==> src/rtl/canny_frame_ctrl.sv <==
// canny_frame_ctrl: one-frame capture sequencer in front of the Canny detector.
// Define CANNY_CTRL_STATS_EN to build the saturating edge-pixel counter.
module canny_frame_ctrl #(
    parameter int WIDTH         = 8,
    parameter int H_RES         = 176,
    parameter int V_RES         = 144,
    parameter int H_BLANK       = 16,
    parameter int FLUSH_LINES   = 3,
    parameter int OUT_SKIP      = 0,
    parameter int DRAIN_TIMEOUT = 4096,
    parameter int ADDR_W        = 15
) (
    input  logic              clk,
    input  logic              rstn,
    input  logic              i_start,
    input  logic              i_abort,
    input  logic              i_vsync,
    input  logic              i_hsync,
    input  logic              i_de,
    input  logic [WIDTH-1:0]  i_data,
    output logic              o_ce_vsync,
    output logic              o_ce_hsync,
    output logic              o_ce_de,
    output logic [WIDTH-1:0]  o_ce_data,
    input  logic              i_ce_de,
    input  logic [WIDTH-1:0]  i_ce_data,
    output logic              o_wr_en,
    output logic [ADDR_W-1:0] o_wr_addr,
    output logic [WIDTH-1:0]  o_wr_data,
    output logic              o_busy,
    output logic              o_done,
    output logic [1:0]        o_err,
    output logic [ADDR_W-1:0] o_edge_cnt
);

    localparam logic [ADDR_W:0] NPIX  = (ADDR_W+1)'(H_RES*V_RES);
    localparam logic [ADDR_W:0] NLAST = (ADDR_W+1)'(H_RES*V_RES-1);
    localparam logic [15:0]     HRES  = 16'(H_RES);
    localparam logic [15:0]     LLAST = 16'(H_RES+H_BLANK-1);
    localparam logic [7:0]      FLAST = 8'(FLUSH_LINES-1);
    localparam logic [15:0]     SKIP  = 16'(OUT_SKIP);
    localparam logic [15:0]     TMO   = 16'(DRAIN_TIMEOUT-1);

    typedef enum logic [2:0] {
        S_IDLE, S_WAIT_VS, S_STREAM, S_FLUSH, S_DRAIN, S_DONE
    } state_t;

    state_t             state_q, state_d;
    logic               vs_q;
    logic               ce_vs_q, ce_vs_d;
    logic               ce_hs_q, ce_hs_d;
    logic               ce_de_q, ce_de_d;
    logic [WIDTH-1:0]   ce_data_q, ce_data_d;
    logic [1:0]         err_q, err_d;
    logic [ADDR_W:0]    in_cnt_q;
    logic [ADDR_W:0]    wr_cnt_q;
    logic [15:0]        fl_pos_q;
    logic [7:0]         fl_line_q;
    logic [15:0]        skip_q;
    logic [15:0]        drn_q;
    logic               wr_en_q;
    logic [ADDR_W-1:0]  wr_addr_q;
    logic [WIDTH-1:0]   wr_data_q;

    logic vs_rise, start_ok, last_px, fl_last;
    logic write_act, wr_fire;

    assign vs_rise   = i_vsync & ~vs_q;
    assign start_ok  = (state_q == S_IDLE) & i_start & ~i_abort;
    assign last_px   = i_de & (in_cnt_q == NLAST);
    assign fl_last   = (fl_pos_q == LLAST) & (fl_line_q == FLAST);
    assign write_act = (state_q == S_STREAM) | (state_q == S_FLUSH)
                     | (state_q == S_DRAIN);
    // Writes stop at the last address; late detector output is dropped.
    assign wr_fire   = write_act & i_ce_de & ~i_abort
                     & (skip_q == SKIP) & (wr_cnt_q != NPIX);

    always_comb begin
        state_d   = state_q;
        err_d     = err_q;
        ce_vs_d   = 1'b0;
        ce_hs_d   = 1'b0;
        ce_de_d   = 1'b0;
        ce_data_d = '0;
        unique case (state_q)
            S_IDLE: begin
                if (start_ok) begin
                    state_d = S_WAIT_VS;
                    err_d   = 2'b00;
                end
            end
            S_WAIT_VS: begin
                if (vs_rise) state_d = S_STREAM;
            end
            S_STREAM: begin
                if (last_px || !vs_rise) begin
                    ce_vs_d   = i_vsync;
                    ce_hs_d   = i_hsync;
                    ce_de_d   = i_de;
                    ce_data_d = i_data;
                end
                if (last_px) begin
                    state_d = S_FLUSH;
                end else if (vs_rise) begin
                    err_d[0] = 1'b1;
                    state_d  = S_FLUSH;
                end
            end
            S_FLUSH: begin
                if (fl_pos_q < HRES) ce_de_d = 1'b1;
                else                 ce_hs_d = 1'b1;
                if (fl_last) state_d = S_DRAIN;
            end
            S_DRAIN: begin
                if (wr_cnt_q == NPIX) begin
                    state_d = S_DONE;
                end else if (drn_q == TMO) begin
                    err_d[1] = 1'b1;
                    state_d  = S_DONE;
                end
            end
            S_DONE: state_d = S_IDLE;
            default: state_d = S_IDLE;
        endcase
        if (i_abort && state_q != S_IDLE) begin
            state_d   = S_IDLE;
            ce_vs_d   = 1'b0;
            ce_hs_d   = 1'b0;
            ce_de_d   = 1'b0;
            ce_data_d = '0;
        end
    end

    always_ff @(posedge clk or negedge rstn) begin
        if (!rstn) begin
            state_q   <= S_IDLE;
            vs_q      <= 1'b0;
            err_q     <= 2'b00;
            ce_vs_q   <= 1'b0;
            ce_hs_q   <= 1'b0;
            ce_de_q   <= 1'b0;
            ce_data_q <= '0;
        end else begin
            state_q   <= state_d;
            vs_q      <= i_vsync;
            err_q     <= err_d;
            ce_vs_q   <= ce_vs_d;
            ce_hs_q   <= ce_hs_d;
            ce_de_q   <= ce_de_d;
            ce_data_q <= ce_data_d;
        end
    end

    always_ff @(posedge clk or negedge rstn) begin
        if (!rstn) begin
            in_cnt_q  <= '0;
            wr_cnt_q  <= '0;
            fl_pos_q  <= '0;
            fl_line_q <= '0;
            skip_q    <= '0;
            drn_q     <= '0;
        end else if (start_ok) begin
            in_cnt_q  <= '0;
            wr_cnt_q  <= '0;
            fl_pos_q  <= '0;
            fl_line_q <= '0;
            skip_q    <= '0;
            drn_q     <= '0;
        end else begin
            if (state_q == S_STREAM && i_de) in_cnt_q <= in_cnt_q + 1'b1;
            if (state_q == S_FLUSH) begin
                if (fl_pos_q == LLAST) begin
                    fl_pos_q  <= '0;
                    fl_line_q <= fl_line_q + 1'b1;
                end else begin
                    fl_pos_q  <= fl_pos_q + 1'b1;
                end
            end
            if (state_q == S_DRAIN) drn_q <= drn_q + 1'b1;
            if (write_act && i_ce_de && skip_q != SKIP) skip_q <= skip_q + 1'b1;
            if (wr_fire) wr_cnt_q <= wr_cnt_q + 1'b1;
        end
    end

    always_ff @(posedge clk or negedge rstn) begin
        if (!rstn) begin
            wr_en_q   <= 1'b0;
            wr_addr_q <= '0;
            wr_data_q <= '0;
        end else begin
            wr_en_q <= wr_fire;
            if (wr_fire) begin
                wr_addr_q <= wr_cnt_q[ADDR_W-1:0];
                wr_data_q <= i_ce_data;
            end
        end
    end

`ifdef CANNY_CTRL_STATS_EN
    logic [ADDR_W-1:0] edge_q;

    always_ff @(posedge clk or negedge rstn) begin
        if (!rstn) begin
            edge_q <= '0;
        end else if (start_ok) begin
            edge_q <= '0;
        end else if (wr_fire && i_ce_data == {WIDTH{1'b1}} && edge_q != '1) begin
            edge_q <= edge_q + 1'b1;
        end
    end

    assign o_edge_cnt = edge_q;
`else
    assign o_edge_cnt = '0;
`endif

    assign o_ce_vsync = ce_vs_q;
    assign o_ce_hsync = ce_hs_q;
    assign o_ce_de    = ce_de_q;
    assign o_ce_data  = ce_data_q;
    assign o_wr_en    = wr_en_q;
    assign o_wr_addr  = wr_addr_q;
    assign o_wr_data  = wr_data_q;
    assign o_busy     = (state_q != S_IDLE);
    assign o_done     = (state_q == S_DONE);
    assign o_err      = err_q;

endmodule

==> config.mk <==
export PLATFORM = sky130hd
export DESIGN_NAME = canny_frame_ctrl
export DESIGN_NICKNAME = d
export VERILOG_FILES = /design/src/rtl/canny_frame_ctrl.sv
export SDC_FILE = /design/constraint.sdc
export NUM_CORES = 1
export LEC_CHECK = 0
export ABC_AREA = 1
export CAP_MARGIN = 20
export CORE_MARGIN = 4
export CORE_UTILIZATION = 49
export CTS_CLUSTER_DIAMETER = 120
export CTS_CLUSTER_SIZE = 30
export DETAILED_ROUTE_END_ITERATION = 10
export GPL_TIMING_DRIVEN = 0
export PLACE_DENSITY = 0.71
export SYNTH_ARGS = -nofsm -noshare
export SYNTH_HDL_FRONTEND = slang
export SYNTH_SLANG_ARGS = --single-unit
==> constraint.sdc <==
create_clock -name clk -period 1.7 [get_ports clk]
set_input_delay 0.34 -clock clk [delete_from_list [all_inputs] [get_ports clk]]
set_output_delay 0.34 -clock clk [all_outputs]
set_load 0.03 [all_outputs]
## Yosys cells after proc, flatten, opt, wreduce, memory -nomap -nowiden

Index checks and enable logic that the tools add are counted.

- Bits in registers: 129
- Output and inout bits: 54
- Input port bits: 24
- Logic and storage cells: 124

- Bitwise logic cells: 13
- Order comparisons: 1
- Mux-type cells: 44
- Equal/unequal tests: 21
- Add/sub/neg operators: 6
- Reduce and logical (&&, ||, !) cells: 22

Operators with widths:

| kind | number |
|---|---|
| 16-bit two-way mux | 11 |
| 16-bit by 1-bit adder with 16-bit output (second input constant) | 5 |
| 8-bit two-way mux | 6 |
| 16-bit by 15-bit equality test with 1-bit output (second input constant) | 2 |
| 3-bit two-way mux | 8 |
| 16-bit by 12-bit equality test with 1-bit output (second input constant) | 1 |
| 16-bit by 8-bit equality test with 1-bit output (second input constant) | 1 |
| 16-bit logical NOT | 1 |
| 16-bit by 8-bit less-than comparator with 1-bit output (second input constant) | 1 |
| 16-bit by 15-bit inequality test with 1-bit output (second input constant) | 1 |
| 16-bit nonzero test | 1 |
| 2-bit nonzero test | 8 |
| 3-bit case mux with 5 select lines | 1 |
| 1-bit two-way mux | 13 |
| 1-bit bitwise AND | 9 |
| 8-bit by 1-bit adder with 8-bit output (second input constant) | 1 |
| 8-bit by 2-bit equality test with 1-bit output (second input constant) | 1 |
| 2-bit inequality test (second input constant) | 4 |
| 1-bit case mux with 2 select lines | 4 |
| 4-bit AND reduction | 2 |
| 3-bit by 2-bit equality test with 1-bit output (second input constant) | 2 |
| 3-bit equality test (second input constant) | 2 |
| 3-bit by 2-bit inequality test with 1-bit output (second input constant) | 2 |
| 5-bit AND reduction | 1 |
| 14 further kinds | 19 |

## Logic depth before layout (Yosys ltp)

- Word-level depth: 9
- Mapped depth: 12
- Mapped depth without buffers: 11

## Worst setup path before layout

Ideal clock, no wire load.

- Path kind: reg2reg
- Start point: register state_q[0]
- End point: register state_q[0]
- Buffers on the path: 0
- Stages on the path, launching flop included: 10
- Arrival: 1578 ps
- Setup slack: 57 ps
- Required time: 1634 ps
- Clock period less this slack: 1643 ps
- Library setup time: 66 ps
- Path through: dfrtp_1 -> nor2_4 -> nand2_1 -> nand2_1 -> inv_1 -> nor2_1 -> nand3_1 -> nand3_1 -> nand2_1 -> nand2_1

- Elaborated cells between the ends (all ways): 17
- Those cells by class: 9 x eq/ne; 2 x mux; 2 x bitwise; 4 x reduce/logical

RTL lines:

| item | line | source |
|---|---|---|
| start, declared | 48 | `state_t state_q, state_d;` |
| start signal, assigned | 144 | `state_q <= state_d;` |
| 3-bit nonzero test * | - |  |
| via o_busy | 30 | `output logic o_busy,` |
| 1-bit logical AND * | 125 | `if (i_abort && state_q != S_IDLE) begin` |
| 4-bit by 1-bit inequality test with 1-bit output (no source line), or another cell as far along | - |  |
| 5-bit AND reduction (no source line) | - |  |

The timed path passes the listed nets; every way through them passes the cells marked *.
A chain may end at the register's enable or synchronous reset.

## Worst setup path in the final report

- Start point: register state_q[0]
- End point: output port o_busy

- Word-level cells in the longest chain between the ends: 1

Ends and longest elaborated chain:

| item | line | source |
|---|---|---|
| 3-bit nonzero test | 224 | `assign o_busy = (state_q != S_IDLE);` |
| end, declared | 30 |  |

No other way between the ends.

==> run summary <==
Clk slew on worst S/H paths - 60 ps
Leakage Power - 4.70 nW
Design area - 9480 um^2
Initial antenna violation count - 0
Clk buf depth - 2
Sequential Power Share - 0.316
Synthesized flop and latch total - 129
Core Footprint - 14500 um^2
Clk sink count - 129
Remaining DRCs - 0
FFs w/ async S/R, synth - 1.00
Total Routing Usage GR - 0.216
Max-Cap Viols - 0
Final setup fails - 2
Total Nets Final - 1123
TritonCTS clock tree - yes
Switch Pwr - 5.09 mW
Cell taking the most area after synthesis - dfrtp_1
Setup WS post-layout - -45.4 ps
Tcrit/Tclk final - 1.03
H-tree Lvls - 4
CP endpoint kind - output port
Fmax - 0.573 GHz
Synth top area cells - dfrtp_1 (45%), nand2_1 (13%), nor2_1 (6.7%), inv_1 (5.7%), nand3_1 (4.9%)
Critical Path Slowest Stage Cell - dfrtp_2
Row cnt - 44
Worst r2r src - state_q[0]
Pre-antenna DRT Iters - 5
CTS Buf Count - 17
Pin count of the biggest net entering global routing - 83
Mapped Avg Cell Area - 7.51 um^2
Worst setup SP type - flip-flop
R2R depth - 8
Worst Hold Class - primary input to asynchronous set/reset pin
Mapped Area - 7220 um^2
Status - complete, but fails checks
CP Data Arrival Time - 1410 ps
CP Cell Sequence - nor2_4 > nand2_1 > buf_4
Post-Synthesis Cells - 961
Crit Path Category - flip-flop to output port
Failing checks - setup timing
Wire per inst - 14.1 um
Detailed Route Iter0 Violations - 504
Post-route ant nets - 0
Ports - 78
Max-slew violation count - 0
Post-DP HPWL - 12100 um
Grt ovf - 0
Clock share of power - 0.306
Slowest stage delay, CP - 440 ps
Die ar. - 16700 um^2
Crit-path max FO - 4
Worst IR Drop VDD - 877 uV
Final Power - 13.5 mW
Layout Skew - 7.50 ps
Share of the synthesized area in the top cell type - 0.447
Sequential area share after synthesis - 0.447
Yosys cell types - 43
Initial core utilization - 0.499
Internal power - 8.43 mW
Via count - 6748
Smallest hold slack - 408 ps
Chip width - 129 um
Vias in the first global route - 6066
Clock Latency Late Sink - 430 ps
Fin Setup TNS - -64.8 ps
Switching fraction of total power - 0.377
Root Buffer - clkbuf_16
End-of-flow core utilization - 0.655
Final hold viol count - 0
R2R Setup Slk - -20 ps
Synth Warn # - 0
Ant. Diodes - 0
WL final - 18100 um
Layout cells sized above 1 - 0.182
Die height - 129 um
Fin crit period - 1750 ps
Critical Path Start - state_q[0]
RSZ-0062 raised after global routing - true
RR Endpoint - in_cnt_q[7]
First-pass GRT wire length - 28900 um
Post-DP Area - 8150 um^2
Prevailing post-synth register cell - dfrtp_1
Required time of the critical path - 1360 ps
DR vias/cell - 5.24
PD cells - 1430 nW/um^2
Global placer's final weighted congestion - 0.921
Number of I/O port buffers - 62
Area grow syn2layout - 31.4%
Setup crit end - o_busy
Comb pwr share - 0.378
Post-synth EDFFs - 0
## critical path, delay by kind of cell, from the launching register on
family                 cells  cell delay (ps)
and+or+nand+nor            2              340
buffers and inverters      1              200
DFF                        1              440
## metal layers
layer / GRT usage / wire length [um] / up-vias
met3: 0.0577 / 1220 / 37
met1: 0.293 / 8030 / 3163
met5: 0 / 0 / -
met4: 0.0791 / 382 / 0
met2: 0.334 / 8520 / 214
li1: - / - / 3334
## cells in the final DEF (no fill, tap or decap), types with 15 or more instances in the layout
cell type,n
conb_1,15
nand2_1,224
clkbuf_16,19
xor2_1,19
o21ai_0,40
buf_4,41
nand2_2,19
nand4_1,29
nor3_1,27
inv_1,103
nor2_1,122
o21ai_2,20
dlygate4sd2_1,38
nand3_1,67
a21oi_1,31
dfrtp_1,126
clkdlybuf4s50_1,21
## how the worst min path moves through the flow
stage	slack, ps	depth (start not counted)	endpoint	start
6_report	410	2	o_wr_data[4]	rstn
4_1_cts	410	3	o_ce_data[7]	i_data[7]
5_1_grt	430	3	o_ce_data[7]	i_data[7]
3_5_place_dp	300	1	o_wr_data[4]	rstn
2_1_floorplan	40	0	drn_q[0]	rstn
3_3_place_gp	460	2	o_wr_data[5]	o_wr_data[5]
## per-stage QoR
| step | setup WS (ps) | std cells |
|---|---|---|
| after detailed placement | -723 | 1222 |
| after CTS | -56.3 | 1271 |
| after global placement | -4940 | 1221 |
| final | -45.4 | 1287 |
| after global routing | -99.1 | 1287 |
| after floorplan | 56.5 | 975 |
## cell type report
cell class / count / area [um^2]
fillers: 1223 / 4990
multi-input cells: 696 / 3630
flip-flops and latches: 129 / 3230
repair buffers: 96 / 955
inverters: 114 / 439
clock buffers: 18 / 429
plain buffers: 36 / 329
clock inverters: 14 / 238
well taps: 184 / 230
## synthesized netlist by cell type (5+ instances only)
cell type	count
a21oi_1	35
buf_2	10
buf_4	16
buf_6	5
dfrtp_1	129
ha_1	9
inv_1	109
nand2_1	248
nand2_2	6
nand3_1	70
nand4_1	29
nor2_1	129
nor3_1	32
o21ai_0	55
o21ai_1	5
o21ai_2	15
xor2_1	19
## cell families (layout without fill, tap and decap cells)
kind of cell | after synthesis | in the layout | synth area share
adder cells (fa/ha/maj) | 9 | 9 | 0.0156
XOR/XNOR | 20 | 20 | 0.0243
other | 1 | 15 | 0.000520
flip-flops | 129 | 129 | 0.447
AO/OA/AOI/OAI | 126 | 126 | 0.103
AND/OR/NAND/NOR | 526 | 526 | 0.314
buffers and inverters | 150 | 278 | 0.0957
## power by group through the flow
stage / Clock [mW] / Combinational [mW] / Sequential (mW)
2_1_floorplan: 0 / 2.49 / 4.74
4_1_cts: 4.21 / 4.52 / 4.25
6_report: 4.14 / 5.11 / 4.27
3_5_place_dp: 0 / 4.38 / 4.30
5_1_grt: 4.35 / 5.58 / 4.37
3_3_place_gp: 0 / 4.29 / 4.30
## sequential cells by signal, summed over array words and instances (netlist names), 2 cells and up
register / cells
o_wr_addr: 15
skip_q: 16
fl_pos_q: 16
o_err: 2
drn_q: 16
o_wr_data: 8
fl_line_q: 8
wr_cnt_q: 16
in_cnt_q: 16
o_ce_data: 8
state_q: 3
## repair_timing
| action | CTS | global route |
|---|---|---|
| hold buffers | 1 | 0 |
| hold endpoints to repair | 47 | 0 |
| pin swaps | 5 | 15 |
| setup endpoints to repair | 151 | 122 |
| buffers inserted | 14 | 14 |
| gates resized for setup | 82 | 101 |
| cloned | 2 | 2 |
No activity file was read; power rests on OpenSTA's default activity.
